===== src/rtl/fft_feeder_if.sv =====
// ---------------------------------------------------------------------------
// fft_feeder_if
// Purpose : bundles the operand handshake and the serial fft-stage outputs of
//           fft_feeder into one interface.
// Signals : start_valid / start_ready  operand bundle handshake
//           w1, w2, a1, a2, b1, b2     8-bit operands, sampled on accept
//           inp                        serial operand byte to the fft stage
//           readyin                    load/readout strobe to the fft stage
//           busy, done                 sequence status
// Modports: master drives operands and start_valid (the requester side);
//           slave is the fft_feeder side.
// ---------------------------------------------------------------------------
interface fft_feeder_if;
    logic       start_valid;
    logic       start_ready;
    logic [7:0] w1;
    logic [7:0] w2;
    logic [7:0] a1;
    logic [7:0] a2;
    logic [7:0] b1;
    logic [7:0] b2;
    logic [7:0] inp;
    logic       readyin;
    logic       busy;
    logic       done;

    modport master (
        output start_valid, w1, w2, a1, a2, b1, b2,
        input  start_ready, inp, readyin, busy, done
    );

    modport slave (
        input  start_valid, w1, w2, a1, a2, b1, b2,
        output start_ready, inp, readyin, busy, done
    );
endinterface


===== src/rtl/fft_feeder.sv =====
// ---------------------------------------------------------------------------
// fft_feeder
// Purpose : accepts a bundle of six operands, then feeds them one at a time to
//           a downstream fft stage (kick strobe, six load strobes separated by
//           GAP idle cycles), issues NUM_READ readout strobes of READ_HIGH
//           cycles high / READ_HIGH cycles low, and pulses done.
// Ports   : clk  - single clock, rising edge
//           rst  - synchronous reset, active low
//           bus  - fft_feeder_if.slave (handshake, operands, inp, readyin,
//                  busy, done)
// ---------------------------------------------------------------------------
module fft_feeder #(
    parameter int GAP       = 2,
    parameter int NUM_READ  = 5,
    parameter int READ_HIGH = 2
) (
    input  logic         clk,
    input  logic         rst,
    fft_feeder_if.slave  bus
);
    localparam logic [2:0] S_IDLE     = 3'd0;
    localparam logic [2:0] S_KICK     = 3'd1;
    localparam logic [2:0] S_KICK_GAP = 3'd2;
    localparam logic [2:0] S_LOAD     = 3'd3;
    localparam logic [2:0] S_GAP      = 3'd4;
    localparam logic [2:0] S_READ_HI  = 3'd5;
    localparam logic [2:0] S_READ_LO  = 3'd6;
    localparam logic [2:0] S_DONE     = 3'd7;

    // Counters hold "remaining cycles minus one" so a state exits when 0.
    localparam logic [3:0] GAP_LD  = 4'(GAP - 1);
    localparam logic [3:0] HI_LD   = 4'(READ_HIGH - 1);
    localparam logic [3:0] NRD_LD  = 4'(NUM_READ - 1);
    localparam logic [2:0] LAST_OP = 3'd5;

    logic [2:0]      state_q, state_d;
    logic [3:0]      cnt_q, cnt_d;
    logic [3:0]      rd_q, rd_d;
    logic [2:0]      idx_q, idx_d;
    logic [7:0]      inp_q, inp_d;
    logic [5:0][7:0] op_q, op_d;
    logic [5:0][7:0] op_in;
    logic [2:0]      idx_nxt;

    // Element 0 is the first operand sent (w1).
    assign op_in   = {bus.b2, bus.b1, bus.a2, bus.a1, bus.w2, bus.w1};
    assign idx_nxt = idx_q + 3'd1;

    always_comb begin
        state_d = state_q;
        cnt_d   = cnt_q;
        rd_d    = rd_q;
        idx_d   = idx_q;
        inp_d   = inp_q;
        op_d    = op_q;
        case (state_q)
            S_IDLE: begin
                if (bus.start_valid) begin
                    op_d    = op_in;
                    state_d = S_KICK;
                end
            end
            S_KICK: state_d = S_KICK_GAP;
            S_KICK_GAP: begin
                // inp changes together with the state entering LOAD so the
                // byte is already valid while the strobe is high.
                idx_d   = 3'd0;
                inp_d   = op_q[0];
                state_d = S_LOAD;
            end
            S_LOAD: begin
                cnt_d   = GAP_LD;
                state_d = S_GAP;
            end
            S_GAP: begin
                if (cnt_q != 4'd0) begin
                    cnt_d = cnt_q - 4'd1;
                end else if (idx_q == LAST_OP) begin
                    cnt_d   = HI_LD;
                    rd_d    = NRD_LD;
                    state_d = S_READ_HI;
                end else begin
                    idx_d   = idx_nxt;
                    inp_d   = op_q[idx_nxt];
                    state_d = S_LOAD;
                end
            end
            S_READ_HI: begin
                if (cnt_q != 4'd0) begin
                    cnt_d = cnt_q - 4'd1;
                end else begin
                    cnt_d   = HI_LD;
                    state_d = S_READ_LO;
                end
            end
            S_READ_LO: begin
                if (cnt_q != 4'd0) begin
                    cnt_d = cnt_q - 4'd1;
                end else if (rd_q == 4'd0) begin
                    state_d = S_DONE;
                end else begin
                    rd_d    = rd_q - 4'd1;
                    cnt_d   = HI_LD;
                    state_d = S_READ_HI;
                end
            end
            default: state_d = S_IDLE;  // S_DONE
        endcase
    end

    always_ff @(posedge clk) begin
        if (!rst) begin
            state_q <= S_IDLE;
            cnt_q   <= 4'd0;
            rd_q    <= 4'd0;
            idx_q   <= 3'd0;
            inp_q   <= 8'h00;
            op_q    <= '0;
        end else begin
            state_q <= state_d;
            cnt_q   <= cnt_d;
            rd_q    <= rd_d;
            idx_q   <= idx_d;
            inp_q   <= inp_d;
            op_q    <= op_d;
        end
    end

    assign bus.start_ready = (state_q == S_IDLE);
    assign bus.busy        = (state_q != S_IDLE);
    assign bus.done        = (state_q == S_DONE);
    assign bus.readyin     = (state_q == S_KICK) || (state_q == S_LOAD) ||
                             (state_q == S_READ_HI);
    assign bus.inp         = inp_q;
endmodule


===== src/flat_wrapper.sv =====
// flat-port wrapper written by rule: the top's interface ports become plain ports
module fft_feeder_flat 
#(
    parameter int GAP       = 2,
    parameter int NUM_READ  = 5,
    parameter int READ_HIGH = 2
)
  (clk, rst, bus_start_valid, bus_w1, bus_w2, bus_a1, bus_a2, bus_b1, bus_b2, bus_start_ready, bus_inp, bus_readyin, bus_busy, bus_done);
  fft_feeder_if bus_i ();
  input  logic clk;
  input  logic rst;
  input wire logic [$bits(bus_i.start_valid)-1:0] bus_start_valid;
  input wire logic [$bits(bus_i.w1)-1:0] bus_w1;
  input wire logic [$bits(bus_i.w2)-1:0] bus_w2;
  input wire logic [$bits(bus_i.a1)-1:0] bus_a1;
  input wire logic [$bits(bus_i.a2)-1:0] bus_a2;
  input wire logic [$bits(bus_i.b1)-1:0] bus_b1;
  input wire logic [$bits(bus_i.b2)-1:0] bus_b2;
  output wire logic [$bits(bus_i.start_ready)-1:0] bus_start_ready;
  output wire logic [$bits(bus_i.inp)-1:0] bus_inp;
  output wire logic [$bits(bus_i.readyin)-1:0] bus_readyin;
  output wire logic [$bits(bus_i.busy)-1:0] bus_busy;
  output wire logic [$bits(bus_i.done)-1:0] bus_done;
  assign bus_i.start_valid = bus_start_valid;
  assign bus_i.w1 = bus_w1;
  assign bus_i.w2 = bus_w2;
  assign bus_i.a1 = bus_a1;
  assign bus_i.a2 = bus_a2;
  assign bus_i.b1 = bus_b1;
  assign bus_i.b2 = bus_b2;
  assign bus_start_ready = bus_i.start_ready;
  assign bus_inp = bus_i.inp;
  assign bus_readyin = bus_i.readyin;
  assign bus_busy = bus_i.busy;
  assign bus_done = bus_i.done;
  fft_feeder #(.GAP(GAP), .NUM_READ(NUM_READ), .READ_HIGH(READ_HIGH)) u_core (.clk(clk), .rst(rst), .bus(bus_i));
endmodule

===== config.mk =====
export PLATFORM = sky130hd
export DESIGN_NAME = fft_feeder_flat
export DESIGN_NICKNAME = d
export VERILOG_FILES = /design/src/rtl/fft_feeder_if.sv /design/src/rtl/fft_feeder.sv /design/src/flat_wrapper.sv
export SDC_FILE = /design/constraint.sdc
export NUM_CORES = 1
export LEC_CHECK = 0
export CAP_MARGIN = 20
export CORE_MARGIN = 2
export CORE_UTILIZATION = 50
export CTS_BUF_LIST = sky130_fd_sc_hd__clkbuf_4
export DETAILED_ROUTE_END_ITERATION = 7
export GPL_ROUTABILITY_DRIVEN = 0
export PLACE_DENSITY = 0.78
export SETUP_SLACK_MARGIN = 0.02
export SKIP_LAST_GASP = 1
export SLEW_MARGIN = 20
export SYNTH_ARGS = -nofsm -noshare
export SYNTH_HDL_FRONTEND = slang
export SYNTH_SLANG_ARGS = --single-unit

===== constraint.sdc =====
create_clock -name clk -period 3.6 [get_ports clk]
set_input_delay 0.54 -clock clk [delete_from_list [all_inputs] [get_ports clk]]
set_output_delay 0.54 -clock clk [all_outputs]
set_load 0.01 [all_outputs]

==> impl_metrics.yaml <==
sta:
  tightest_slew_ns: 0.976
  min_period_ns: 2.33
  fin_worst_skew_ns: 0.0166
  drv_slew: 0
  tns_ns: 0
  fin_crit_sh_pct: 64.6
  rsz0062_at_grt: "false"
  slew_headroom_pct: 34.9
  setup_viol: 0
  hold_viol: 0
  fmax_ghz: 0.430
critical_path:
  timing.rr.end: "u_core.bus.inp[2]"
  reg2reg_slack_ns: 1.27
  worst-endpoint-required_ns: 3.91
  cp-end-kind: "register"
  r2r_cells: 6
  worst-setup-path-type: "register to register"
  critPathLaunchType: "register"
  rr_startpoint: "u_core.idx_q[0]"
  crit_fanout: 12
  crit_arrival_ns: 2.63
hold_path:
  hp-start: "u_core.op_q[45]"
  holdPathStages: 2
  hold_class: "register to register"
  min_to: "u_core.op_q[45]"
yosys:
  synth-compound-area-share_pct: 18.7
  ys_ff_latch: 70
  ys_seq_area_share_pct: 43.4
  synth_area_leaders: "dfxtp_1 43%, nand2_1 13%, a21oi_1 9.0%"
  synth_xor_area_share_pct: 0.504
  ys_dominant_reg_cell: "dfxtp_1"
  synth_nets: 442
  synthCells: 386
  synthAdderAreaFrac_pct: 1.94
  yosysTopAreaCellShare_pct: 43.4
  yosys_warnings: 0
  synth_edf_count: 0
  muxShareOfSynthArea_pct: 8.38
  async_flop_share_pct: 0
  avgSynthCellArea_um2: 8.36
  synth_area_leader_cell: "dfxtp_1"
  synth_area_um2: 3230
  yosys.area_share.simple_pct: 21.5
  synth.distinct_cells: 47
  synth_top_family_by_area: "simple AND/OR/NAND/NOR gates"
clock_tree:
  post_cts_buffers: 0
  cts_buffers: 9
  post_cts_resized: 0
  htreeDepth: 3
  cts_sinks: 70
  clkLatencyLatePin_ns: 0.42
  clkTransAtPathRegs_ns: 0.12
  root_buffer: "clkbuf_4"
  cts_tree: "yes"
  clockBufferDepth: 2
  cts_hold_buffers: 0
status:
  status: "complete, no violations"
place:
  io_buffers: 62
  hpwlAfterDp_mm: 4.79
  dpl-instance-area_um2: 3840
  dp.cells: 500
pwr:
  power.total_w: 0.00167
  ir_worst_vdd_mv: 0.282
  p_leak_nw: 1.40
  power_density_nw_per_um2: 420
route:
  drc: 0
  drt_iter0_markers: 181
  first_pass_iters: 5
  num_vias: 2850
  antenna_left: 0
  drt-vias-per-instance: 5.52
  wire_per_inst_um: 13.6
  wl_mm: 7.03
layout:
  postLayoutCellArea_um2: 3970
  drive_gt1_share_pct: 8.20
  area_growth_pct: 23.1
  fin_util_pct: 63.2
  layout_common_cells: "114 x nand2_1, 70 x dfxtp_1, 62 x clkdlybuf4s50_1"
  nets: 490
  insertedDiodeCount: 0
  final_cells: 516
  nFillCells: 561
  layout_commonest_cell: "nand2_1"
floorplanning:
  core_um2: 6280
  fp.dieW_um: 84.3
  die_y_um: 84.3
  die_area_um2: 7110
  initial_core_util_pct: 51.4
  pin_count: 63
  num_rows: 29
global_routing:
  use_met1_pct: 27.6
  antenna_found_initial: 0
  grt_pass1_vias: 2554
  top_usage_layer: "met2"
  grt_remaining_overflow: 0
  track_usage_pct: 20.4
  grt_max_degree: 60
  met3_usage_pct: 4.33
  grt_pass1_wl_mm: 11.6
  met2_usage_pct: 31.6
flow_run:
  drv_cap: 0
## how the worst max path moves through the flow
| stage | startpoint | end | slack, ns | cells past startpoint |
|---|---|---|---|---|
| floorplan | u_core.idx_q[1] | u_core.bus.inp[0] | 1.82 | 7 |
| global placement | rst | u_core.cnt_q[1] | 1.09 | 3 |
| detailed placement | rst | u_core.cnt_q[1] | 1.08 | 3 |
| CTS | u_core.idx_q[0] | u_core.bus.inp[2] | 1.26 | 6 |
| global route | u_core.idx_q[0] | u_core.bus.inp[3] | 1.03 | 6 |
| finish | u_core.idx_q[0] | u_core.bus.inp[2] | 1.27 | 6 |
## routing by layer
layer  part of all wire (%)  routed length (um)
met2                     46                3260
met5                      0                   0
met3                    5.1                 356
met4                    1.3                  91
met1                     47                3330
## where the power goes
| part | switching, W | internal (W) |
|---|---|---|
| Sequential | 0.0000413 | 0.000830 |
| Clock | 0.000284 | 0.000207 |
| Combinational | 0.000157 | 0.000150 |
## state kept, by name (all words and copies together), names as in the netlist
signal and count:
u_core.state_q 3, u_core.cnt_q 4, u_core.rd_q 4, u_core.bus.inp 8, u_core.op_q 48, u_core.idx_q 3
## per-stage QoR
step	setup WS, ns	hold slack (ns)
final	1.27	0.458
after detailed placement	1.08	0.447
after global routing	1.03	0.479
after global placement	1.09	0.440
after floorplan	1.82	0.433
after CTS	1.26	0.463
## Yosys cell counts, types with 3 or more instances
library cell and number:
a21oi_1 58, a32o_1 8, and2_1 3, buf_2 12, buf_4 5, clkbuf_1 13, dfxtp_1 70, ha_1 5
inv_1 6, mux2i_1 9, mux4_2 8, nand2_1 114, nand2b_1 3, nand4_1 3, nor2_1 12, o211ai_1 8
o21ai_0 11
## final cells by class
| cell class | instances | area [um^2] | share of cell area (%) |
|---|---|---|---|
| flip-flops and latches | 70 | 1400 | 35.3 |
| multi-input cells | 278 | 1650 | 41.5 |
| inverters | 7 | 26.3 | 0.662 |
| well taps | 77 | 96.3 | 2.43 |
| clock buffers | 9 | 67.6 | 1.70 |
| clock inverters | 7 | 65.1 | 1.64 |
| repair buffers | 68 | 666 | 16.8 |
## worst max-delay path, stage by stage (launching register included)
cell      delay (ns)
dfxtp_1         0.61
buf_4           0.34
ha_1            0.27
xnor2_2         0.23
nand2b_1        0.39
o211ai_1        0.15
a32o_1          0.22
## cells by family (layout without fill, tap and decap cells)
group,after synthesis,in the layout
XOR/XNOR,1,1
AND/OR/NAND/NOR,156,156
buffers and inverters,38,91
AO/OA/AOI/OAI,99,99
adder cells (fa/ha/maj),5,5
multiplexers,17,17
flip-flops,70,70
Note: power is estimated with default switching activity, not from simulation.
